## src/rtl/mips_pkg.sv

```systemverilog
// Shared definitions for the MIPS front end: fetch FSM states, NOP encoding,
// instruction word size and an address-alignment helper.
package mips_pkg;

  localparam logic [31:0] NOP_INSTR  = 32'h0000_0000;
  localparam logic [31:0] WORD_BYTES = 32'd4;

  typedef enum logic [1:0] {
    IDLE = 2'd0,
    REQ  = 2'd1,
    DROP = 2'd2
  } fetch_state_e;

  // Force an address onto a word boundary.
  function automatic logic [31:0] word_align(input logic [31:0] addr);
    return addr & ~32'h0000_0003;
  endfunction

endpackage

```

## src/rtl/if_slot_buffer.sv

```systemverilog
// One {pc, instruction} holding register with clear/load/consume controls.
// Priority is clear > load > consume, so a slot consumed and refilled at the
// same edge ends up full.
module if_slot_buffer
  import mips_pkg::*;
(
  input  logic        clk,
  input  logic        rst,
  input  logic        clear,
  input  logic        load,
  input  logic        consume,
  input  logic [31:0] load_pc,
  input  logic [31:0] load_instr,
  output logic        valid,
  output logic [31:0] pc,
  output logic [31:0] instr
);

  // Slot register: empty slots always read back as a zero NOP word and zero pc.
  always_ff @(posedge clk or posedge rst) begin
    // NOTE: state is updated with non-blocking assignments so every register
    // samples the pre-edge values regardless of block ordering.
    if (rst) begin
      valid <= 1'b0;
      pc    <= 32'h0;
      instr <= NOP_INSTR;
    end else if (clear) begin
      valid <= 1'b0;
      pc    <= 32'h0;
      instr <= NOP_INSTR;
    end else if (load) begin
      valid <= 1'b1;
      pc    <= load_pc;
      instr <= load_instr;
    end else if (consume) begin
      valid <= 1'b0;
      pc    <= 32'h0;
      instr <= NOP_INSTR;
    end
  end

endmodule

```

## src/rtl/if_fetch_unit.sv

```systemverilog
// Instruction-fetch front end: owns the pc, runs the imem req/ack handshake
// and fills the IF/ID output slot, inserting NOP bubbles while waiting.
// Optional build macro IF_PREFETCH_EN adds a one-entry prefetch buffer
// behind the output slot so fetching continues during freeze.
module if_fetch_unit
  import mips_pkg::*;
#(
  parameter logic [31:0] RESET_PC = 32'h0000_0000
) (
  input  logic        clk,
  input  logic        rst,
  input  logic        freeze,
  input  logic        branch_taken,
  input  logic [31:0] branch_addr,
  output logic        imem_req,
  output logic [31:0] imem_addr,
  input  logic        imem_ack,
  input  logic [31:0] imem_rdata,
  output logic [31:0] pc_out,
  output logic [31:0] instruction_out,
  output logic        if_valid,
  output logic        fetch_busy
);

  fetch_state_e state;
  logic [31:0]  pc;
  logic [31:0]  drop_addr;
  logic [31:0]  pc_seq;
  logic         consume;
  logic         room;
  logic         accept;
  logic         stay_req;
  logic         slot_load;
  logic [31:0]  slot_load_pc;
  logic [31:0]  slot_load_instr;

  assign pc_seq  = pc + WORD_BYTES;
  assign consume = if_valid & ~freeze;

  // A request in REQ is only raised when its data has somewhere to land, so
  // once raised it stays up until ack: nothing else can fill the space.
  assign imem_req   = (state == DROP) | ((state == REQ) & room);
  assign imem_addr  = (state == DROP) ? drop_addr : pc;
  assign fetch_busy = (state != IDLE);
  assign accept     = (state == REQ) & room & imem_ack & ~branch_taken;

`ifdef IF_PREFETCH_EN
  logic        buf_valid;
  logic [31:0] buf_pc;
  logic [31:0] buf_instr;
  logic        buf_load;
  logic        buf_move;

  assign room     = ~if_valid | ~buf_valid | consume;
  assign buf_move = consume & buf_valid;
  // Fresh data goes to the buffer when the slot stays occupied after this edge.
  assign buf_load = accept & if_valid & ~(consume & ~buf_valid);
  assign slot_load       = (accept & ~buf_load) | (buf_move & ~branch_taken);
  assign slot_load_pc    = buf_move ? buf_pc    : pc_seq;
  assign slot_load_instr = buf_move ? buf_instr : imem_rdata;
  // Room remains next cycle unless both entries end up full.
  assign stay_req = ~freeze | ~buf_load;

  if_slot_buffer u_prefetch (
    .clk        (clk),
    .rst        (rst),
    .clear      (branch_taken),
    .load       (buf_load),
    .consume    (buf_move),
    .load_pc    (pc_seq),
    .load_instr (imem_rdata),
    .valid      (buf_valid),
    .pc         (buf_pc),
    .instr      (buf_instr)
  );
`else
  assign room            = ~if_valid | consume;
  assign slot_load       = accept;
  assign slot_load_pc    = pc_seq;
  assign slot_load_instr = imem_rdata;
  // The freshly loaded slot is expected to drain next cycle unless frozen now.
  assign stay_req = ~freeze;
`endif

  if_slot_buffer u_slot (
    .clk        (clk),
    .rst        (rst),
    .clear      (branch_taken),
    .load       (slot_load),
    .consume    (consume),
    .load_pc    (slot_load_pc),
    .load_instr (slot_load_instr),
    .valid      (if_valid),
    .pc         (pc_out),
    .instr      (instruction_out)
  );

  // Fetch FSM and pc: redirects win over acks and freeze.
  always_ff @(posedge clk or posedge rst) begin
    if (rst) begin
      state     <= REQ;
      pc        <= RESET_PC;
      drop_addr <= RESET_PC;
    end else if (branch_taken) begin
      pc <= word_align(branch_addr);
      unique case (state)
        REQ: begin
          if (imem_req && !imem_ack) begin
            state     <= DROP;
            drop_addr <= pc;
          end else begin
            state <= REQ;
          end
        end
        // The stale request keeps its address; an ack arriving alongside the
        // newer redirect retires it so the FSM cannot wait forever.
        DROP:    if (imem_ack) state <= REQ;
        default: state <= REQ;
      endcase
    end else begin
      unique case (state)
        IDLE: if (room) state <= REQ;
        REQ: begin
          if (accept) begin
            pc    <= pc_seq;
            state <= stay_req ? REQ : IDLE;
          end
        end
        DROP:    if (imem_ack) state <= REQ;
        default: state <= REQ;
      endcase
    end
  end

endmodule

```

## config.mk

```make
export PLATFORM = sky130hd
export DESIGN_NAME = if_fetch_unit
export DESIGN_NICKNAME = d
export VERILOG_FILES = /design/src/rtl/mips_pkg.sv /design/src/rtl/if_slot_buffer.sv /design/src/rtl/if_fetch_unit.sv
export SDC_FILE = /design/constraint.sdc
export NUM_CORES = 1
export LEC_CHECK = 0
export ABC_AREA = 0
export BUFFER_PORTS_ARGS = -buffer_cell sky130_fd_sc_hd__buf_2
export CORE_AREA = 4 4 129 94
export DETAILED_ROUTE_END_ITERATION = 6
export DIE_AREA = 0 0 133 98
export PLACE_DENSITY_LB_ADDON = 0.08
export SLEW_MARGIN = 0
export SYNTH_ARGS = -nofsm -noshare
export SYNTH_HDL_FRONTEND = slang
export SYNTH_SLANG_ARGS = --single-unit
```

## constraint.sdc

```tcl
create_clock -name clk -period 9.8 [get_ports clk]
set_input_delay 0.49 -clock clk [delete_from_list [all_inputs] [get_ports clk]]
set_output_delay 0.49 -clock clk [all_outputs]
set_load 0.005 [all_outputs]
```

# Yosys cells after proc, flatten, opt, wreduce, memory -nomap -nowiden
# Cells that the tools add are included.
# W data, S select, Z words.
[totals] output_inout_bits=99 input_bits=69 wordCells=50 register_bits=131
[classes] bitwise=9 reduce_logical=10 mux=20 n_eq_ne=4 addsub=1
[ops] op="$mux W32" count=9
[ops] op="$add A32 B3 Y32 const B" count=1
[ops] op="$mux W2" count=5
[ops] op="$ne A3 B3 Y1 const B" count=2
[ops] op="$pmux W2 S3" count=1
[ops] op="$reduce_bool A2 Y1" count=3
[ops] op="$and A1 B1 Y1" count=4
[ops] op="$mux W1" count=4
[ops] op="$pmux W2 S2" count=1
[ops] op="$reduce_and A2 Y1" count=2
[ops] op="$not A1 Y1" count=3
[ops] op="$reduce_and A3 Y1" count=1
[ops] op="$reduce_bool A3 Y1" count=1
[ops] op="$eq A2 B1 Y1 const B" count=1
[ops] op="$eq A2 B2 Y1 const B" count=1
[ops] op="$logic_not A2 Y1" count=1
[ops] op="$or A1 B1 Y1" count=2
[ops] op="$logic_and A1 B1 Y1" count=1
[ops] op="$logic_not A1 Y1" count=1

# Logic depth before layout (Yosys ltp)
[depth] ltp_word=9 depth_mapped=8 ltp_nobuf=7

# Cells and area by module
# From an unflattened synthesis, not the netlist that was laid out.
[hier_totals] cells_unflattened=571 area_unflattened_um2=6516.2
[by_module_without_submodules] module="if_fetch_unit" cells_per_inst=414 n_inst=1 area_per_inst_um2=4045.1 seq_area_each_um2=1552.7
[by_module_without_submodules] module="if_slot_buffer" cells_per_inst=157 n_inst=1 area_per_inst_um2=2471.1 seq_area_each_um2=1626.6

# Least setup slack after synthesis
# Ideal clock, no wire load.
[synth_path] path_kind="reg-to-reg" from="register state[0]" to="register drop_addr[10]" required_ns=9.675 period_less_slack_ns=2.015 arrival_ns=1.890 path_stages_with_launch=6 setup_time_ns=0.125 slack_ns=7.785 path_buffers=1 cell_sequence="dfstp_2 -> ha_1 -> nand2b_1 -> nor3b_1 -> clkbuf_1 -> mux2_2"
[synth_between] elab_chain_cells=5 elab_cells_between_ends=6 cone_classes="eq/ne: 2; bitwise: 2; reduce/logical: 2"
[synth_rtl] item="from (decl)" line="if_fetch_unit.sv:25" rtl="fetch_state_e state;"
[synth_rtl] item="from (signal assigned)" line="if_fetch_unit.sv:126" rtl="state <= stay_req ? REQ : IDLE;"
[synth_rtl] item="$eq A2 B1 Y1" line="if_fetch_unit.sv:42, if_fetch_unit.sv:106"
[synth_rtl] item="$and A1 B1 Y1" line="if_fetch_unit.sv:42" rtl="assign imem_req = (state == DROP) | ((state == REQ) & room);"
[synth_rtl] item="$or A1 B1 Y1" line="if_fetch_unit.sv:42"
[synth_rtl] item="$logic_and A1 B1 Y1" line="if_fetch_unit.sv:108" rtl="if (imem_req && !imem_ack) begin"
[synth_rtl] item="$reduce_and A3 Y1 (no line) *"
[synth_rtl] item="to (signal assigned)" line="if_fetch_unit.sv:110" rtl="drop_addr <= pc;"
[synth_rtl] item="to (decl)" line="if_fetch_unit.sv:27" rtl="logic [31:0] drop_addr;"
# Every way passes the cells marked *; elsewhere a longest branch is shown, timed or not.
# A chain may end at the register's enable or synchronous reset.

# Worst setup path in the final report
[layout_path] from="register state[0]" to="output imem_addr[31]"
[layout_between] elab_chain_cells=2
[layout_rtl] item="$eq A2 B2 Y1" line="if_fetch_unit.sv:43" rtl="assign imem_addr = (state == DROP) ? drop_addr : pc;"
[layout_rtl] item="$mux W32" line="if_fetch_unit.sv:43"
[layout_rtl] item="to (decl)" line="if_fetch_unit.sv:16" rtl="output logic [31:0] imem_addr,"
# Every way passes these cells.

==> flow_results.org <==
** Layout
- Cell area after layout :: 7580 um2
- Area growth from synthesis to layout :: 23.9%
- Post-layout utilization of the core :: 69.9%
- The post-route netlist has 37.9% of its cells at a drive strength greater than 1.
- The final layout contains 783 nets.
- The number of antenna diodes in the final layout is 0.

** CTS
- Clock Sinks :: 126
- The clock reaches the later pin of the worst-skew pair after 0.41 ns.
- The number of gates resized after CTS was 0.
- TritonCTS Buffers :: 17
- Library cell used as clock root buffer :: clkbuf_16
- Count of hold-fix buffers inserted at cts :: 0
- The clock passes through at most 2 buffers.
- TritonCTS clock tree :: done
- Number of post-CTS setup repair buffers :: 0
- The H-tree was split into 4 levels.
- Clock input transition at the sequential cells of the worst setup and hold paths :: 0.06 ns

** Yosys
- Summed over all instances, the cell type with the most area after synthesis is dfrtp_1.
- Leading cell types by total area after synthesis :: dfrtp_1, mux2_2, xnor2_1
- Count of unique library cells instantiated by Yosys :: 41
- Fraction of registers with async set or reset after synthesis :: 100%
- After synthesis the cells add up to 6120 um2.
- Portion of the post-synthesis area used by sequential elements :: 51.5%
- By instance count, the leading cell after synthesis is dfrtp_1.
- Post-synth top area share :: 51.1%
- In this run, synthesis produced a sequential element count of 126.
- Yosys synthesis warning count :: 0
- Most common library cells after synthesis :: dfrtp_1, nand2_1, mux2_2, xnor2_1, o21ai_0
- Prevailing post-synth register cell :: dfrtp_1
- Cells after synthesis :: 566
- Counting flops with a built-in enable in the synthesized netlist gives 0.
- Mean area per synthesized cell :: 10.8 um2

** Placed design
- Detailed placement finished with a half-perimeter wire length of 10300 um.
- Count of buffers inserted at the top-level ports :: 163
- After detailed placement, the total cell area comes to 6980 um2.
- GP Congestion :: 0.802

** Drt
- Post-route DRC :: 0
- Drt first pass iters :: 4
- Remaining number of nets flagged by the antenna check after routing :: 0
- Final WL :: 15300 um
- Vias after detailed routing :: 4755
- Vias per std cell :: 5.43
- After the first detailed-routing iteration, the DRC count stood at 294.
- After detailed routing, the average wire length per cell comes to 17.4 um.

** Floorplanning
- In this run the count of I/O pins placed on the die edge is 168.
- The floorplan step defined a core boundary enclosing 10900 um2.
- The initialized floorplan defines 32 standard-cell rows.
- Floorplan die width :: 133 um
- The floorplan step set the die height to 98 um.
- Once the floorplan was initialized, standard cells occupied 56.4% of the core.
- Total die area :: 13000 um2

** STA
- Setup tns final :: 0 ns
- The final-report max-slew violation count is 0.
- Shortest clock period the worst path allows after layout :: 3.04 ns
- Setup repair after global routing left no endpoint under its margin.
- Final Setup Violations :: 0
- Final hold viol count :: 0
- At the pin with the least slew margin, the transition time is 1.13 ns.
- Of the available clock period, the critical path in the final layout requires 31.0%.
- Layout Skew :: 0.00813 ns
- Derived from the worst setup path, the maximum achievable clock frequency is 0.329 GHz.
- Relative slew margins :: 24.4%

** GRT
- First-pass GRT wire length :: 25600 um
- Total gr overflow :: 0
- GRT Resource Usage Total :: 24.4%
- Entering global routing, the biggest net connects 69 pins.
- Number of antenna violations at the first check in global routing :: 0
- The via count of the first global-routing pass is 4992.

** Power and ir drop
- Proportion of power drawn by combinational gates :: 22.6%
- Net Sw Power :: 0.508 mW
- Power density over the cells :: 231 nW/um2
- Per report_power, the clock group accounts for 36.3% of the total.
- Sw Ratio :: 29.0%
- In this run the static leakage power is 3.53 nW.
- Internal power :: 1.24 mW
- Peak VDD IR :: 127 uV
- Portion of total power attributed to sequential cells :: 41.1%

** Setup path
- CP Max Fanout :: 22
- At the worst endpoint, the arrival time is 2.55 ns.
- The kind of cell with the highest combined delay along the critical path is adder cells.
- CP startpoint :: state[0]
- Cells along the critical path :: inv_1 > ha_1 > buf_4 > mux2_2 > buf_2
- Reg2Reg Depth :: 5
- Kind of end point of the critical path :: primary output
- Cell type of the slowest stage on the worst timing path :: ha_1
- Following the worst setup path forward leads to its endpoint at imem_addr[31].
- Worst EP required :: 9.31 ns
- The largest single stage delay on the critical path is 0.68 ns.
- The critical path is of the reg -> out type.
- The worst register-to-register path begins at state[0].
- Count of buffering cells on the critical path with inverters included :: 3
- In this run the number of cells on the critical path is 5.
- Worst reg2reg path endpoint :: u_slot.pc[12]
- In this run the register-to-register setup slack is 7.08 ns.
- Sort of element at the start of the critical path :: flop

** Status
- Outcome :: complete, no violations

** Min path
- Hold/Removal Path Class :: in -> async

** Flow run
- The tool flagged a number of max-cap violations equal to 0.
-- per-layer routing --
metal / share of wire, % / wire [um] / GRT usage (%)
met1: 45 / 6950 / 33.9
met2: 47 / 7230 / 39.0
met3: 6.5 / 995 / 6.59
met4: 0.65 / 100 / 5.35
met5: 0 / 0 / 0
-- cells in the final DEF, fill, tap and decap left out, types with 5 or more instances in the layout --
master     netlist  final
nor3_1          13     13
o21ai_0         40     40
buf_4            3      7
clkbuf_16        0     17
nor4_2           6      6
o21ai_1         20     20
dfrtp_1        125    125
mux2_2          58     58
nor2_1          19     18
nand2_1         77     77
inv_1            6      5
buf_2           13    163
xor2_1          15     15
a22o_1          36     36
nand3_1         16     16
xnor2_1         42     42
nand4_1          7      7
-- state kept, by name, summed over array words and instances, names as in the netlist --
register      count
u_slot.instr     32
u_slot.pc        31
drop_addr        30
pc               30
state             2
u_slot.valid      1
-- how the worst min path moves through the flow --
stage / endpoint / startpoint / slack, ns
after floorplan: u_slot.pc[10] / u_slot.pc[10] / 0.47
after global placement: u_slot.pc[14] / u_slot.pc[14] / 0.46
after detailed placement: u_slot.pc[4] / u_slot.pc[4] / 0.47
after CTS: u_slot.instr[5] / rst / 0.28
after global routing: pc[12] / branch_addr[12] / 0.29
final: u_slot.instr[5] / rst / 0.26
-- metrics by stage --
step | power (mW) | setup slack [ns] | hold slack (ns) | cells
final | 1.75 | 6.76 | 0.259 | 876
after global routing | 1.85 | 6.65 | 0.290 | 876
after CTS | 1.76 | 6.75 | 0.280 | 876
after detailed placement | 1.12 | 7.10 | 0.469 | 844
after global placement | 1.10 | 7.12 | 0.458 | 844
after floorplan | 0.962 | 5.96 | 0.473 | 567
-- cell families after synthesis --
group	share of synthesized area (%)
simple gates	13.6
flops	51.5
compound gates	11.0
mux	10.8
xor+xnor	8.16
buf+inv	4.03
fa+ha+maj	0.818
other cells	0.0613
-- power by group through the flow --
| stage | Clock (mW) | Sequential [mW] | Combinational, mW |
|---|---|---|---|
| 2_1_floorplan | 0 | 0.702 | 0.261 |
| 3_3_place_gp | 0 | 0.717 | 0.385 |
| 3_5_place_dp | 0 | 0.726 | 0.396 |
| 4_1_cts | 0.645 | 0.720 | 0.400 |
| 5_1_grt | 0.670 | 0.736 | 0.439 |
| 6_report | 0.636 | 0.720 | 0.395 |
-- worst reg2reg max path, stage by stage (launching register included) --
cell and delay [ns]:
dfstp_2 0.54, ha_1 0.25, nand2_1 0.17, a21oi_1 0.54
nand2b_1 0.72, o21ai_0 0.41
-- cell type report --
| class | count | area [um2] |
|---|---|---|
| Inverter | 6 | 25.0 |
| Tap cell | 153 | 191 |
| Clock inverter | 11 | 140 |
| Timing Repair Buffer | 170 | 868 |
| Clock buffer | 21 | 460 |
| Fill cell | 840 | 3270 |
| Multi-Input combinational cell | 389 | 2740 |
| Sequential cell | 126 | 3150 |
Note: power is estimated with default switching activity, not from simulation.
